## config.mk

```make
export PLATFORM = sky130hd
export DESIGN_NAME = chien_root_search
export DESIGN_NICKNAME = d
export VERILOG_FILES = /design/src/rtl/chien_root_search.sv
export SDC_FILE = /design/constraint.sdc
export NUM_CORES = 1
export LEC_CHECK = 0
export BUFFER_PORTS_ARGS = -buffer_cell sky130_fd_sc_hd__buf_2
export CAP_MARGIN = 20
export CORE_MARGIN = 2
export CORE_UTILIZATION = 55
export CTS_CLUSTER_DIAMETER = 80
export DETAILED_ROUTE_END_ITERATION = 10
export HOLD_SLACK_MARGIN = 0.05
export PLACE_DENSITY = 0.83
export SETUP_SLACK_MARGIN = 0.1
export SLEW_MARGIN = 20
export SYNTH_ARGS = -nofsm -noshare
export SYNTH_HDL_FRONTEND = slang
export SYNTH_SLANG_ARGS = --single-unit
```

## constraint.sdc

```tcl
create_clock -name clk_i -period 3.23 [get_ports clk_i]
set_input_delay 0.323 -clock clk_i [delete_from_list [all_inputs] [get_ports clk_i]]
set_output_delay 0.323 -clock clk_i [all_outputs]
set_load 0.02 [all_outputs]
```

## src/rtl/chien_root_search.sv

```systemverilog
// Chien search for RS(544,522): evaluates sigma at alpha^-j for j = 0..N-1, one
// position per cycle, then reports the root count and a decode-failure flag.
module chien_root_search #(
  parameter int             W         = 10,
  parameter int             T         = 11,
  parameter int             N         = 544,
  parameter logic [W-1:0]   PRIM_POLY = 10'h009,
  localparam int            DW        = $clog2(T+1),
  localparam int            IW        = $clog2(N)
) (
  input  logic                 clk_i,
  input  logic                 rst_i,
  input  logic [(T+1)*W-1:0]   sigma_low_i,
  input  logic [DW-1:0]        sigma_deg_i,
  input  logic                 start_i,
  input  logic                 sigma_valid_i,
  output logic                 ready_o,
  output logic                 loc_valid_o,
  output logic [IW-1:0]        loc_idx_o,
  output logic                 is_root_o,
  output logic                 done_o,
  output logic [DW-1:0]        root_cnt_o,
  output logic                 fail_o
);

  typedef enum logic [1:0] {IDLE, EVAL, DONE} state_t;

  // Generic GF(2^W) multiply; with one operand constant it folds to an XOR network.
  function automatic logic [W-1:0] gf_mul(input logic [W-1:0] a, input logic [W-1:0] b);
    logic [W-1:0] p;
    p = '0;
    for (int k = W-1; k >= 0; k--) begin
      p = {p[W-2:0], 1'b0} ^ (p[W-1] ? PRIM_POLY : '0);
      if (b[k]) p = p ^ a;
    end
    return p;
  endfunction

  // alpha^-k built by k divisions by alpha (x^W is implicit in PRIM_POLY).
  function automatic logic [W-1:0] alpha_inv_pow(input int k);
    logic [W-1:0] p;
    logic [W-1:0] r;
    p = W'(1);
    for (int n = 0; n < k; n++) begin
      r = p ^ PRIM_POLY;
      p = p[0] ? {1'b1, r[W-1:1]} : {1'b0, p[W-1:1]};
    end
    return p;
  endfunction

  state_t          state_q, state_d;
  logic [W-1:0]    term_q [0:T];
  logic [W-1:0]    term_d [0:T];
  logic [W-1:0]    term_step [0:T];
  logic [DW-1:0]   deg_q, deg_d;
  logic [IW-1:0]   j_q, j_d;
  logic [DW-1:0]   cnt_q, cnt_d;
  logic            fail_q, fail_d;
  logic [W-1:0]    sum;
  logic            root_hit;
  logic            accept;
  logic            last_pos;

  for (genvar i = 0; i <= T; i++) begin : g_step
    localparam logic [W-1:0] ALPHA_INV_I = alpha_inv_pow(i);
    assign term_step[i] = gf_mul(term_q[i], ALPHA_INV_I);
  end

  always_comb begin
    sum = '0;
    for (int i = 0; i <= T; i++) sum = sum ^ term_q[i];
  end

  assign accept   = (state_q == IDLE) && start_i && sigma_valid_i;
  assign root_hit = (state_q == EVAL) && (sum == '0);
  assign last_pos = (j_q == IW'(N-1));

  // State register
  always_ff @(posedge clk_i) begin
    // NOTE: sequential state uses non-blocking assignments so every register
    // samples pre-edge values regardless of process evaluation order.
    if (rst_i) state_q <= IDLE;
    else       state_q <= state_d;
  end

  // Next-state logic
  always_comb begin
    state_d = state_q;
    unique case (state_q)
      IDLE:    if (accept) state_d = EVAL;
      EVAL:    if (last_pos) state_d = DONE;
      DONE:    state_d = IDLE;
      default: state_d = IDLE;
    endcase
  end

  // Output logic
  always_comb begin
    ready_o     = (state_q == IDLE);
    loc_valid_o = (state_q == EVAL);
    loc_idx_o   = (state_q == EVAL) ? j_q : '0;
    is_root_o   = root_hit;
    done_o      = (state_q == DONE);
    root_cnt_o  = cnt_q;
    fail_o      = fail_q;
  end

  // Datapath next-state: load on accept, step the terms while evaluating.
  always_comb begin
    // NOTE: every variable gets a default first so no path leaves it unassigned,
    // which would otherwise infer a latch.
    term_d = term_q;
    deg_d  = deg_q;
    j_d    = j_q;
    cnt_d  = cnt_q;
    fail_d = fail_q;
    if (accept) begin
      for (int i = 0; i <= T; i++) term_d[i] = sigma_low_i[i*W +: W];
      deg_d  = sigma_deg_i;
      j_d    = '0;
      cnt_d  = '0;
      fail_d = 1'b0;
    end else if (state_q == EVAL) begin
      term_d = term_step;
      j_d    = j_q + IW'(1);
      if (root_hit && (cnt_q != '1)) cnt_d = cnt_q + DW'(1);
      if (last_pos) fail_d = (cnt_d != deg_q);
    end
  end

  always_ff @(posedge clk_i) begin
    if (rst_i) begin
      for (int i = 0; i <= T; i++) term_q[i] <= '0;
      deg_q  <= '0;
      j_q    <= '0;
      cnt_q  <= '0;
      fail_q <= 1'b0;
    end else begin
      term_q <= term_d;
      deg_q  <= deg_d;
      j_q    <= j_d;
      cnt_q  <= cnt_d;
      fail_q <= fail_d;
    end
  end

endmodule
```

==> results.md <==
* Placed cell count at approximately 1100
* Fin nets at roughly 1100
* Commonest non-fill, non-tap cell in the layout: buf_2
* Ys Warns at 0
* Status: finished, final reports clean
* Max rail drop VDD at 0.000383 V
* WL/cell at between 15 and 20 µm
* Post-synth top flop: dfxtp_1
* Router iterations before antenna repair at 6
* Clk Latency, worst-skew pair at about 0.43 ns
* Max-slew violation count at 0
* ANT cells at 0
* RSZ-0062 raised after global routing: false
* Share of layout cells above drive strength 1 at between 10% and 20%
* Total power at roughly 0.005 W
* CTS Buf Count at 17
* Initial Util at approximately 56%
* HPWL Detailed at about 14 mm
* Synth area leaders: dfxtp_1 (38%), xnor2_1 (14%), a22oi_1 (7.5%), a21oi_1 (6.9%), nand2_1 (6.7%)
* Fmax at roughly 360 MHz
* Vias per cell at a little under 6
* Worst EP required at ~3.5 ns
* Final min period at 2.80 ns
* Worst Path Arrival at between 3 and 4 ns
* GPL Wtd Cong at 0.944
* Post-Route Utilization at about 67%
* TNS Setup at 0 ns
* Post-CTS Resized at 0
* Die height at 120 µm
* Crit path capture type: register
* Most frequent cells in the layout: buf_2 (145), dfxtp_1 (141), nand2_1 (132)
* Startpoint Class: register
* Max Cap Viol at 0
* Cell Area, Placed at slightly above 8000 µm²
* Period utilisation layout at between 80% and 90%
* I/O Buffers at 146
* Synth area leader: dfxtp_1
* Max Root-Sink Buffers at 2
* Ys async rst share at 0%
* Pwr dens at 584 nW/µm²
* Final hold vios at 0
* Post-route cell area at approximately 8800 µm²
* Die X-Extent at ~120 µm
* IO Pins at between 100 and 150
* CP Class: register to register
* Clk root buf: clkbuf_16
* Cts-stage hold buffer count at 0
* Vias in the first global route at 6543
* Slew margin rel. at between 30% and 40%
* Via count at ~6900
* Cell row count at between 40 and 50
* Hold Crit Class: primary input to register
* Post-Synthesis Net Count at a little under 1000
* Clock transition at path regs at 0.06 ns
* DRC Markers at 0
* Mapped Cells at 860
* Non-Filler Instances at approximately 1200
* Post-Route Skew at roughly 0.009 ns
* GR Overflow Total at 0
* CTS tree: done
* Area grow syn2layout at 19.5%
* Antenna-violating nets left at 0
* Antenna violations before repair at 0
* Core Box Area at ~13000 µm²
* Crit Path Max Fanout at 7
* Post-synth EDFFs at 0
* Largest net degree at the start of global routing at between 80 and 90
* Syn_area_per_cell at between 8 and 9 µm²
* Setup violators final at 0
* Worst reg-to-reg setup slack at between 0.4 and 0.5 ns
* First-pass GRT wire length at ~33 mm
* Worst Tran Pin Value at between 0.9 and 1 ns
* TritonCTS sink count at around 140
* Synth Register Bits at roughly 140
* Drt first-iter violations at 770
* Post-CTS setup buffer count at 0
* Leakage Power at between 3 and 4 nW
* Synth cell types at 45
* Htree depth at 4
* Die area at between 10000 and 15000 µm²
* Top-area cell type share of the netlist area at roughly two fifths
* Post-synthesis sequential area ratio at between 30% and 40%
* Total Routing Usage GR at 29.4%
* Post-Route WL at 21.2 mm
* Post-Syn Area at ~7400 µm²
[metrics by stage]
| stage | setup slack [ns] | hold WS (ns) |
|---|---|---|
| after floorplan | 0.862 | 0.447 |
| after global placement | 0.549 | 0.459 |
| after detailed placement | 0.480 | 0.463 |
| after CTS | 0.450 | 0.131 |
| after global routing | 0.316 | 0.151 |
| final | 0.433 | 0.138 |
[worst max-delay path, cell delays in order, from the launching register on]
cell and delay (ns):
dfxtp_1 0.36, xnor2_1 0.29, xnor2_1 0.19, xnor3_1 0.47, nor4_4 0.31, and4_1 0.46
mux2_1 0.37, o311ai_1 0.10, a31oi_1 0.12
[cell usage after synthesis, types with 2 or more instances]
master,number
nor2_1,67
clkbuf_1,52
a221oi_1,14
a211oi_1,6
dfxtp_1,141
nor2b_1,4
nor3_1,8
and3_1,4
nand2_1,132
a311oi_1,5
o211ai_1,2
nand4_1,3
a31oi_1,4
buf_1,5
xnor2_1,119
and2_1,11
nand2b_1,4
a21oi_1,101
nand3_1,9
a222oi_1,5
mux2_1,2
ha_1,2
xor2_1,43
nor3b_1,2
a22oi_1,73
nor4_4,2
xnor3_1,9
o21ai_0,14
[flip-flops by register name, indices dropped and copies added, names as in the netlist]
name,count
state_q,2
root_cnt_o,4
j_q,10
deg_q,4
term_q,120
fail_o,1
[report_power, final]
part           internal (W)  total [W]  leakage [nW]  switching, W
Combinational      0.000549    0.00113          2.00      0.000580
Sequential          0.00185    0.00199          1.15      0.000138
Clock               0.00127    0.00202         0.291      0.000749
Total               0.00367    0.00513          3.44       0.00147
[layout make-up]
| cell class | instances | area, µm² |
|---|---|---|
| clock buffer | 21 | 470 |
| clock inverter | 11 | 140 |
| fill | 1090 | 4350 |
| inverter | 1 | 3.75 |
| multi-input combinational | 660 | 4320 |
| sequential | 141 | 2820 |
| tap | 176 | 220 |
| timing repair buffer | 155 | 813 |
[layer usage]
metal,wire length [µm],global-route usage [%]
met3,1760,5.85
met4,377,9.04
met1,8960,39.6
met5,0,0
met2,10100,47.9
[kinds of logic after synthesis]
family | share of synthesized area (%)
AND/OR/NAND/NOR | 15.6
flip-flops | 38.4
XOR/XNOR | 22.4
AO/OA/AOI/OAI | 19.7
buffers and inverters | 3.11
multiplexers | 0.442
adder cells (fa/ha/maj) | 0.340
[worst paths after layout]
path                                      from           to  depth (start not counted)
worst max register to register      term_q[52]       fail_o                          8
worst min-delay path            sigma_deg_i[3]     deg_q[3]                          3
worst max-delay path                term_q[52]       fail_o                          8
worst min register to register     term_q[111]  term_q[111]                          2
Note: power is estimated with default switching activity, not from simulation.
